<file path="src/rtl/serial_add_pkg.sv">
// -----------------------------------------------------------------------------
// serial_add_pkg
//   Shared definitions for the bit-serial adder controller.
//   - FSM state encoding (legacy-compatible 2-bit localparams)
//   - Legal operand-width range plus a helper that checks a width against it
// Optional feature macro used by the users of this package: SERIAL_ADD_SUB_EN
// -----------------------------------------------------------------------------
package serial_add_pkg;

   localparam logic [1:0] S_IDLE  = 2'd0;
   localparam logic [1:0] S_SHIFT = 2'd1;
   localparam logic [1:0] S_DONE  = 2'd2;

   localparam int unsigned WIDTH_MIN = 32'd2;
   localparam int unsigned WIDTH_MAX = 32'd64;

   // True when w lies within the supported operand-width range.
   function automatic bit width_legal(input int unsigned w);
      return (w >= WIDTH_MIN) && (w <= WIDTH_MAX);
   endfunction

endpackage

</file>
<file path="src/rtl/serial_full_add_cell.sv">
// -----------------------------------------------------------------------------
// half_adder / serial_full_add_cell
//   Purely combinational 1-bit full adder built from two half adders and an OR.
//   The bit-serial controller drives it once per clock.
// Ports (serial_full_add_cell):
//   a, b   in  1  operand bits
//   cin    in  1  carry in
//   sum    out 1  sum bit
//   cout   out 1  carry out
// -----------------------------------------------------------------------------
module half_adder (
   input  logic a,
   input  logic b,
   output logic sum,
   output logic carry
);
   assign sum   = a ^ b;
   assign carry = a & b;
endmodule

module serial_full_add_cell (
   input  logic a,
   input  logic b,
   input  logic cin,
   output logic sum,
   output logic cout
);
   logic s1;
   logic c1;
   logic c2;

   half_adder u_ha0 (.a(a),  .b(b),   .sum(s1),  .carry(c1));
   half_adder u_ha1 (.a(s1), .b(cin), .sum(sum), .carry(c2));

   // At most one of the two half-adder carries can be set, so OR is exact.
   assign cout = c1 | c2;
endmodule

</file>
<file path="src/rtl/serial_add_sequencer.sv">
// -----------------------------------------------------------------------------
// serial_add_sequencer
//   Bit-serial adder controller. Latches two WIDTH-bit operands on the accept
//   edge, then adds one bit per clock (LSB first) through a single full-add
//   cell. The result is offered through a valid/ready handshake.
//   Latency: result_valid_out rises WIDTH edges after the accept edge.
// Parameters:
//   WIDTH  operand/result width (2..64)
//   CNT_W  bit-index counter width, derived from WIDTH
// Ports:
//   clk_in            in   1      clock, rising edge
//   rst_in            in   1      asynchronous active-high reset
//   start_in          in   1      request, accepted only while ready_out=1
//   a_in, b_in        in   WIDTH  operands, sampled on the accept edge
//   carry_in          in   1      initial carry, sampled on the accept edge
//   sub_in            in   1      (SERIAL_ADD_SUB_EN only) 1 = compute a_in-b_in
//   ready_out         out  1      high in IDLE only
//   sum_out           out  WIDTH  result, stable while result_valid_out=1
//   carry_out         out  1      carry out of bit WIDTH-1 (1 = no borrow when subtracting)
//   result_valid_out  out  1      result available
//   result_ready_in   in   1      consumer takes the result
// Configuration macro: SERIAL_ADD_SUB_EN (adds sub_in and subtraction)
// -----------------------------------------------------------------------------
module serial_add_sequencer
   import serial_add_pkg::*;
#(
   parameter  int WIDTH = 8,
   localparam int CNT_W = $clog2(WIDTH)
) (
   input  logic             clk_in,
   input  logic             rst_in,
   input  logic             start_in,
   input  logic [WIDTH-1:0] a_in,
   input  logic [WIDTH-1:0] b_in,
   input  logic             carry_in,
`ifdef SERIAL_ADD_SUB_EN
   input  logic             sub_in,
`endif
   output logic             ready_out,
   output logic [WIDTH-1:0] sum_out,
   output logic             carry_out,
   output logic             result_valid_out,
   input  logic             result_ready_in
);

   localparam logic [CNT_W-1:0] LAST_BIT = CNT_W'(WIDTH - 1);

   logic [1:0]       state;
   logic [WIDTH-1:0] a_sh;
   logic [WIDTH-1:0] b_sh;
   logic             c;
   logic [CNT_W-1:0] count;
   logic [WIDTH-1:0] sum_reg;
   logic             carry_reg;
   logic             ready_reg;
   logic             valid_reg;

   logic [WIDTH-1:0] b_load;
   logic             c_load;
   logic             bit_sum;
   logic             bit_cout;

   // Operand B and initial carry as they are latched on the accept edge.
   always_comb begin
      b_load = b_in;
      c_load = carry_in;
`ifdef SERIAL_ADD_SUB_EN
      // A - B = A + ~B + 1; the caller's carry_in does not apply.
      if (sub_in) begin
         b_load = ~b_in;
         c_load = 1'b1;
      end else begin
         b_load = b_in;
         c_load = carry_in;
      end
`endif
   end

   serial_full_add_cell u_cell (
      .a    (a_sh[0]),
      .b    (b_sh[0]),
      .cin  (c),
      .sum  (bit_sum),
      .cout (bit_cout)
   );

   // Control FSM, bit counter, operand shifters and result registers.
   always_ff @(posedge clk_in or posedge rst_in) begin
      if (rst_in) begin
         state     <= S_IDLE;
         a_sh      <= '0;
         b_sh      <= '0;
         c         <= 1'b0;
         count     <= '0;
         sum_reg   <= '0;
         carry_reg <= 1'b0;
         ready_reg <= 1'b1;
         valid_reg <= 1'b0;
      end else begin
         case (state)
            S_IDLE: begin
               if (start_in) begin
                  a_sh      <= a_in;
                  b_sh      <= b_load;
                  c         <= c_load;
                  count     <= '0;
                  ready_reg <= 1'b0;
                  state     <= S_SHIFT;
               end else begin
                  ready_reg <= 1'b1;
               end
            end
            S_SHIFT: begin
               // Sum bits enter at the MSB; after WIDTH shifts bit 0 sits at the LSB.
               sum_reg <= {bit_sum, sum_reg[WIDTH-1:1]};
               a_sh    <= {1'b0, a_sh[WIDTH-1:1]};
               b_sh    <= {1'b0, b_sh[WIDTH-1:1]};
               c       <= bit_cout;
               count   <= count + CNT_W'(1);
               if (count == LAST_BIT) begin
                  carry_reg <= bit_cout;
                  valid_reg <= 1'b1;
                  state     <= S_DONE;
               end else begin
                  state     <= S_SHIFT;
               end
            end
            S_DONE: begin
               // A start arriving together with result_ready_in is not accepted.
               if (result_ready_in) begin
                  valid_reg <= 1'b0;
                  ready_reg <= 1'b1;
                  state     <= S_IDLE;
               end else begin
                  valid_reg <= 1'b1;
               end
            end
            default: begin
               state     <= S_IDLE;
               ready_reg <= 1'b1;
               valid_reg <= 1'b0;
            end
         endcase
      end
   end

   assign ready_out        = ready_reg;
   assign sum_out          = sum_reg;
   assign carry_out        = carry_reg;
   assign result_valid_out = valid_reg;

endmodule

</file>
<file path="config.mk">
export PLATFORM = sky130hd
export DESIGN_NAME = serial_add_sequencer
export DESIGN_NICKNAME = d
export VERILOG_FILES = /design/src/rtl/serial_add_pkg.sv /design/src/rtl/serial_full_add_cell.sv /design/src/rtl/serial_add_sequencer.sv
export SDC_FILE = /design/constraint.sdc
export NUM_CORES = 1
export LEC_CHECK = 0
export BUFFER_PORTS_ARGS = -buffer_cell sky130_fd_sc_hd__buf_2
export CORE_ASPECT_RATIO = 1.1
export CORE_MARGIN = 4
export CORE_UTILIZATION = 45
export DETAILED_ROUTE_END_ITERATION = 6
export PLACE_DENSITY = 0.76
export SYNTH_ARGS = -nofsm -noshare
export SYNTH_HDL_FRONTEND = slang
export SYNTH_SLANG_ARGS = --single-unit
</file>
<file path="constraint.sdc">
create_clock -name clk_in -period 1.85 [get_ports clk_in]
set_input_delay 0.37 -clock clk_in [delete_from_list [all_inputs] [get_ports clk_in]]
set_output_delay 0.37 -clock clk_in [all_outputs]
set_load 0.005 [all_outputs]
</file>
Word-level counts from Yosys, hierarchy flattened
Index checks and enable logic that the tools add are counted.
Storage, ports and cells
  register bits: 33
  latch bits: 0
  RAM bits: 0
  ROM bits: 0
  input bits: 21
  output and inout bits: 11
  logic and storage cells: 48
  memories: 0
Cells by class
  add/sub/neg operators: 1
  $mul: 0
  div/mod/pow operators: 0
  magnitude comparators: 0
  equal/unequal tests: 6
  shifts and indexed selects: 0
  muxes and demuxes: 18
  bitwise gates (word level): 7
  reduce and logical (&&, ||, !) cells: 7
Operator list (number)
  $pmux W8 S2: 2
  $mux W8: 2
  $reduce_and A2 Y1: 5
  $mux W2: 3
  $ne A2 B2 Y1 const B: 3
  $pmux W1 S3: 2
  $pmux W2 S3: 1
  $pmux W3 S2: 1
  $mux W1: 5
  $add A3 B1 Y3 const B: 1
  $eq A3 B3 Y1 const B: 1
  $mux W3: 1
  $and A1 B1 Y1: 2
  $eq A2 B1 Y1 const B: 1
  $eq A2 B2 Y1 const B: 1
  $logic_not A2 Y1: 1
  $not A1 Y1: 2
  $pmux W1 S2: 1
  $reduce_bool A2 Y1: 1
  $xor A1 B1 Y1: 2
  $or A1 B1 Y1: 1

Longest topological paths before layout
  depth after elaboration: 4
  depth in mapped cells: 7
  depth with buffers taken out: 5

Hierarchy
Synthesis repeated with hierarchy kept, for this count alone.
Unflattened totals
  cells, all modules: 137
  area, all modules: 1600.3 µm²
Modules (own cells, without submodules)
  serial_add_sequencer: times used 1, cells an instance 134, area each 1569.0 µm², sequential area each 827.0 µm²
  half_adder: times used 2, cells an instance 1, area each 12.5 µm², sequential area each 0.0 µm²
  serial_full_add_cell: times used 1, cells an instance 1, area each 6.3 µm², sequential area each 0.0 µm²

Least setup slack after synthesis
Ideal clock, no wire load.
  path kind: register to register
  from: register state[0]
  to: register a_sh[4]
  setup time: 0.119 ns
  arrival time: 1.265 ns
  required time: 1.731 ns
  path slack: 0.465 ns
  cell stages (with the launch flop): 6
  buffers on the path: 1
  clock period less this slack: 1.385 ns
  path through: dfrtp_1 -> inv_1 -> ha_1 -> mux2i_4 -> buf_6 -> o21ai_2
Between the ends
  longest elaborated chain between the ends: 3
  elaborated cells on any way between the ends: 6
  those cells by class: 2 x eq/ne; 1 x mux; 3 x reduce/logical
Ends and longest elaborated chain
  start: declaration: RTL line serial_add_sequencer.sv:48  | logic [1:0] state;
  start signal: assignment: RTL line serial_add_sequencer.sv:90  | state <= S_IDLE;
  start signal: assignment: RTL line serial_add_sequencer.sv:108  | state <= S_SHIFT;
  start signal: assignment: RTL line serial_add_sequencer.sv:123  | state <= S_DONE;
  $eq A2 B1 Y1 / $logic_not A2 Y1 (equally long branches): RTL line serial_add_sequencer.sv:100  | case (state)
  $reduce_bool A2 Y1 (no line) / $ne A2 B2 Y1 (equally long branches)
  $reduce_and A2 Y1 (no line)
  end signal: assignment: RTL line serial_add_sequencer.sv:103  | a_sh <= a_in;
  end signal: assignment: RTL line serial_add_sequencer.sv:116  | a_sh <= {1'b0, a_sh[WIDTH-1:1]};
  end: declaration: RTL line serial_add_sequencer.sv:49  | logic [WIDTH-1:0] a_sh;
Several ways; a longest one is shown, not always the timed one.
A chain may end at the register's enable or synchronous reset.

Worst setup path in the final report
  from: register state[0]
  to: register count[0]
Between the ends
  longest elaborated chain between the ends: 3
  elaborated cells on any way between the ends: 6
  those cells by class: 2 x eq/ne; 1 x mux; 3 x reduce/logical
Ends and longest elaborated chain
  $eq A2 B1 Y1 / $logic_not A2 Y1 (equally long branches): RTL line serial_add_sequencer.sv:100
  $reduce_bool A2 Y1 (no line) / $ne A2 B2 Y1 (equally long branches)
  $reduce_and A2 Y1 (no line)
  end signal: assignment: RTL line serial_add_sequencer.sv:119  | count <= count + CNT_W'(1);
  end: declaration: RTL line serial_add_sequencer.sv:52  | logic [CNT_W-1:0] count;
Several ways; a longest one is shown, not always the timed one.

==> impl_metrics.xml <==
<?xml version="1.0" encoding="UTF-8"?>
<metrics>
  <group name="global_route">
    <metric name="antenna_violations_before_repair" unit="">0</metric>
    <metric name="grt_usage" unit="%">15.2</metric>
    <metric name="grt_first_pass_wirelength" unit="um">5390</metric>
    <metric name="maximum_number_of_pins_on_one_net_before_global_route_repair" unit="">34</metric>
    <metric name="first_global_vias" unit="">1206</metric>
    <metric name="grt_overflow" unit="">0</metric>
  </group>
  <group name="sta">
    <metric name="setup_viol" unit="">0</metric>
    <metric name="fmaxAchievable" unit="MHz">622</metric>
    <metric name="final-hold-violation-count" unit="">0</metric>
    <metric name="worst_pin_slew" unit="ns">0.453</metric>
    <metric name="slew_viol_final" unit="">0</metric>
    <metric name="grt_setup_unrepaired" unit="">false</metric>
    <metric name="finClkSkew" unit="ns">0.00323</metric>
    <metric name="timing.final.crit_period" unit="ns">1.61</metric>
    <metric name="worst_slew_margin_rel" unit="%">69.7</metric>
    <metric name="fin_setup_tns" unit="ns">0</metric>
    <metric name="final.period_utilization" unit="%">86.8</metric>
  </group>
  <group name="floorplanning">
    <metric name="die-area" unit="mm2">0.00462</metric>
    <metric name="ioPinCount" unit="">32</metric>
    <metric name="die_h" unit="um">70.9</metric>
    <metric name="rows" unit="">22</metric>
    <metric name="placeable_core_area" unit="mm2">0.00339</metric>
    <metric name="die_width" unit="um">65.2</metric>
    <metric name="start_util" unit="%">47.8</metric>
  </group>
  <group name="setup_path">
    <metric name="critical_path.startpoint" unit="">state[0]</metric>
    <metric name="crit_path_cells" unit="">inv_1 &gt; ha_1 &gt; mux2i_4 &gt; buf_12 &gt; nand2_1 &gt; o21ai_1</metric>
    <metric name="critical_path.reg2reg.startpoint" unit="">state[0]</metric>
    <metric name="worst_r2r_endpoint" unit="">count[0]</metric>
    <metric name="cpPeakStageDelay" unit="ns">0.41</metric>
    <metric name="timing.critical_path.to" unit="">count[0]</metric>
    <metric name="setup.worst_path.start_class" unit="">register</metric>
    <metric name="crit_slowest_cell" unit="">dfrtp_1</metric>
    <metric name="worst_ep_required_time" unit="ns">2.11</metric>
    <metric name="timing.critical_path.arrival" unit="ns">1.87</metric>
    <metric name="path_depth" unit="">6</metric>
    <metric name="critPathKind" unit="">register to register</metric>
    <metric name="critPathBufInv" unit="">2</metric>
    <metric name="timing.critical_path.max_delay_family" unit="">flip-flops</metric>
    <metric name="worstSetupEndpointType" unit="">register</metric>
    <metric name="worst-r2r-cell-count" unit="">6</metric>
    <metric name="reg2reg_setup_slack" unit="ns">0.24</metric>
    <metric name="worst-path-max-fanout" unit="">33</metric>
  </group>
  <group name="synthesis">
    <metric name="synth_enable_flop_cells" unit="">0</metric>
    <metric name="postSynthRegisterBits" unit="">33</metric>
    <metric name="synth_ff_type" unit="">dfrtp_1</metric>
    <metric name="synth_top_cell_by_area" unit="">dfrtp_1</metric>
    <metric name="area_of_the_mapped_netlist" unit="mm2">0.00162</metric>
    <metric name="synth.top_cells.by_area" unit="">dfrtp_1 49%, mux2i_1 9.3%, mux2_2 6.3%</metric>
    <metric name="synth_top_area_share" unit="%">49.5</metric>
    <metric name="synthDistinctLibCells" unit="">27</metric>
    <metric name="mappedNetlistNets" unit="">163</metric>
    <metric name="synth-warning-count" unit="">0</metric>
    <metric name="synth-async-reset-ratio" unit="%">100</metric>
    <metric name="synth_top_cells_by_count" unit="">32 x dfrtp_1, 22 x nand2_1, 15 x mux2i_1, 10 x o21ai_2, 9 x mux2_2</metric>
    <metric name="post_synth.cell_area_avg" unit="um2">11.9</metric>
    <metric name="ys_seq_area_share" unit="%">51.1</metric>
    <metric name="post-synth-top-count-cell" unit="">dfrtp_1</metric>
    <metric name="postSynthCellCount" unit="">136</metric>
  </group>
  <group name="detailed_routing">
    <metric name="firstDrtPassIters" unit="">4</metric>
    <metric name="wire_per_inst" unit="um">13.6</metric>
    <metric name="detail_route.wirelength" unit="um">3000</metric>
    <metric name="via_per_inst" unit="">5.10</metric>
    <metric name="drt-initial-drc-count" unit="">64</metric>
    <metric name="number_of_design_rule_violations_left_after_detail_routing" unit="">0</metric>
    <metric name="antenna_left" unit="">0</metric>
    <metric name="vias" unit="">1123</metric>
  </group>
  <group name="clocking">
    <metric name="total_cts_buffers" unit="">5</metric>
    <metric name="postCtsSetupRepairBufs" unit="">0</metric>
    <metric name="cts_root_buffer" unit="">clkbuf_4</metric>
    <metric name="cts.htree.levels" unit="">2</metric>
    <metric name="cts.reportedPaths.clkPinSlew" unit="ns">0.09</metric>
    <metric name="clock_latency_of_the_later_clocked_register_in_the_worst_skew_pair" unit="ns">0.33</metric>
    <metric name="cts_sinks" unit="">33</metric>
    <metric name="clock_tree_from_tritoncts" unit="">yes</metric>
    <metric name="ctsLongestPathBuffers" unit="">2</metric>
    <metric name="cts-hold-fix-buffers" unit="">0</metric>
    <metric name="post_cts.resized_instances" unit="">0</metric>
  </group>
  <group name="cells_and_area">
    <metric name="num_antenna_cells" unit="">0</metric>
    <metric name="nets" unit="">198</metric>
    <metric name="area_delta_synth_final" unit="%">15.3</metric>
    <metric name="final.fill_count" unit="">308</metric>
    <metric name="final_core_utilization" unit="%">55.1</metric>
    <metric name="layout-drive-gt1-share" unit="%">37.2</metric>
    <metric name="postLayoutCellArea" unit="mm2">0.00187</metric>
  </group>
  <group name="hold_path">
    <metric name="holdCritPathClass" unit="">input pin to async pin</metric>
  </group>
  <group name="placed_design">
    <metric name="gp_congestion" unit="">0.908</metric>
    <metric name="io_buffer_count" unit="">31</metric>
    <metric name="hpwl" unit="um">2240</metric>
    <metric name="place_area" unit="mm2">0.00181</metric>
  </group>
  <group name="run_status">
    <metric name="status" unit="">complete, no violations</metric>
  </group>
  <group name="pwr">
    <metric name="cellPowerDensity" unit="mW/mm2">1700</metric>
    <metric name="vdd_ir_drop_max" unit="mV">0.752</metric>
    <metric name="leakage" unit="nW">0.942</metric>
    <metric name="power" unit="mW">3.17</metric>
  </group>
  <group name="job">
    <metric name="max-cap-violations" unit="">0</metric>
  </group>
</metrics>
[report_power, final]
group	switching, mW	internal (mW)
registers	0.192	1.05
clock network	0.235	0.144
logic	0.771	0.770
total	1.20	1.97
[worst register-to-register path: stages (launching register included)]
cell and delay, ns:
dfrtp_1 0.41, inv_1 0.10, ha_1 0.35, mux2i_4 0.31
buf_12 0.21, nand2_1 0.08, o21ai_1 0.08
[cells in the final DEF (no fill, tap or decap)]
cell | netlist | routed
dfrtp_1 | 32 | 32
buf_2 | 1 | 31
nand2_1 | 22 | 22
mux2i_1 | 15 | 15
o21ai_2 | 10 | 10
mux2_2 | 9 | 9
o21ai_1 | 7 | 7
nor2b_1 | 5 | 5
o21ai_0 | 5 | 5
ha_1 | 5 | 5
clkbuf_4 | 1 | 5
buf_4 | 3 | 4
inv_1 | 3 | 3
a32o_1 | 2 | 2
a31oi_1 | 2 | 2
clkinv_2 | 0 | 2
and2b_1 | 1 | 1
o31ai_1 | 1 | 1
mux2i_4 | 1 | 1
o31a_1 | 1 | 1
nand2b_1 | 1 | 1
nor2_1 | 1 | 1
a32oi_1 | 1 | 1
and3b_1 | 1 | 1
a211o_1 | 1 | 1
fa_1 | 1 | 1
clkbuf_1 | 0 | 1
buf_12 | 0 | 1
dfstp_2 | 1 | 1
[layer usage]
layer | share of wire (%) | GRT usage (%) | up-vias
li1 | - | - | 549
met5 | 0 | 0 | -
met2 | 48 | 24.1 | 24
met4 | 2.1 | 6.45 | 0
met3 | 5.4 | 5.87 | 8
met1 | 44 | 18.3 | 542
[through the flow]
stage,worst slack [ns],cells,hold slack [ns]
2_1_floorplan,0.465,136,0.448
3_3_place_gp,0.351,212,0.461
5_1_grt,0.0991,220,0.128
3_5_place_dp,0.250,212,0.472
6_report,0.243,220,0.0986
4_1_cts,0.234,220,0.108
[kinds of logic after synthesis]
logic type / after synthesis / synth area share [%]
DFF: 33 / 51.1
and+or+nand+nor: 31 / 8.66
AOI/OAI and AO/OA: 30 / 13.2
muxes: 25 / 16.9
buffers and inverters: 11 / 4.95
adders and majority gates: 6 / 5.10
[flip-flops by register name, indices dropped and copies added (netlist names)]
register / count
count: 3
a_sh: 8
c: 1
carry_out: 1
sum_out: 8
state: 2
result_valid_out: 1
ready_out: 1
b_sh: 8
[layout make-up]
type / count / area (um2) / share of cell area (%)
sequential: 33 / 827 / 44.3
clock inverter: 2 / 10.0 / 0.537
inverter: 3 / 11.3 / 0.604
multi-input combinational: 92 / 711 / 38.1
timing repair buffer: 36 / 205 / 11.0
clock buffer: 6 / 41.3 / 2.21
tap: 48 / 60.1 / 3.22
[how the worst min path moves through the flow]
stage	to	slack [ns]	start
after floorplan	b_sh[6]	0.45	b_sh[6]
after global placement	b_sh[1]	0.46	b_sh[1]
after detailed placement	ready_out	0.47	ready_out
after CTS	b_sh[6]	0.11	rst_in
after global routing	sum_out[3]	0.13	rst_in
final	b_sh[3]	0.1	rst_in
Power figures use the tool's default switching activity.
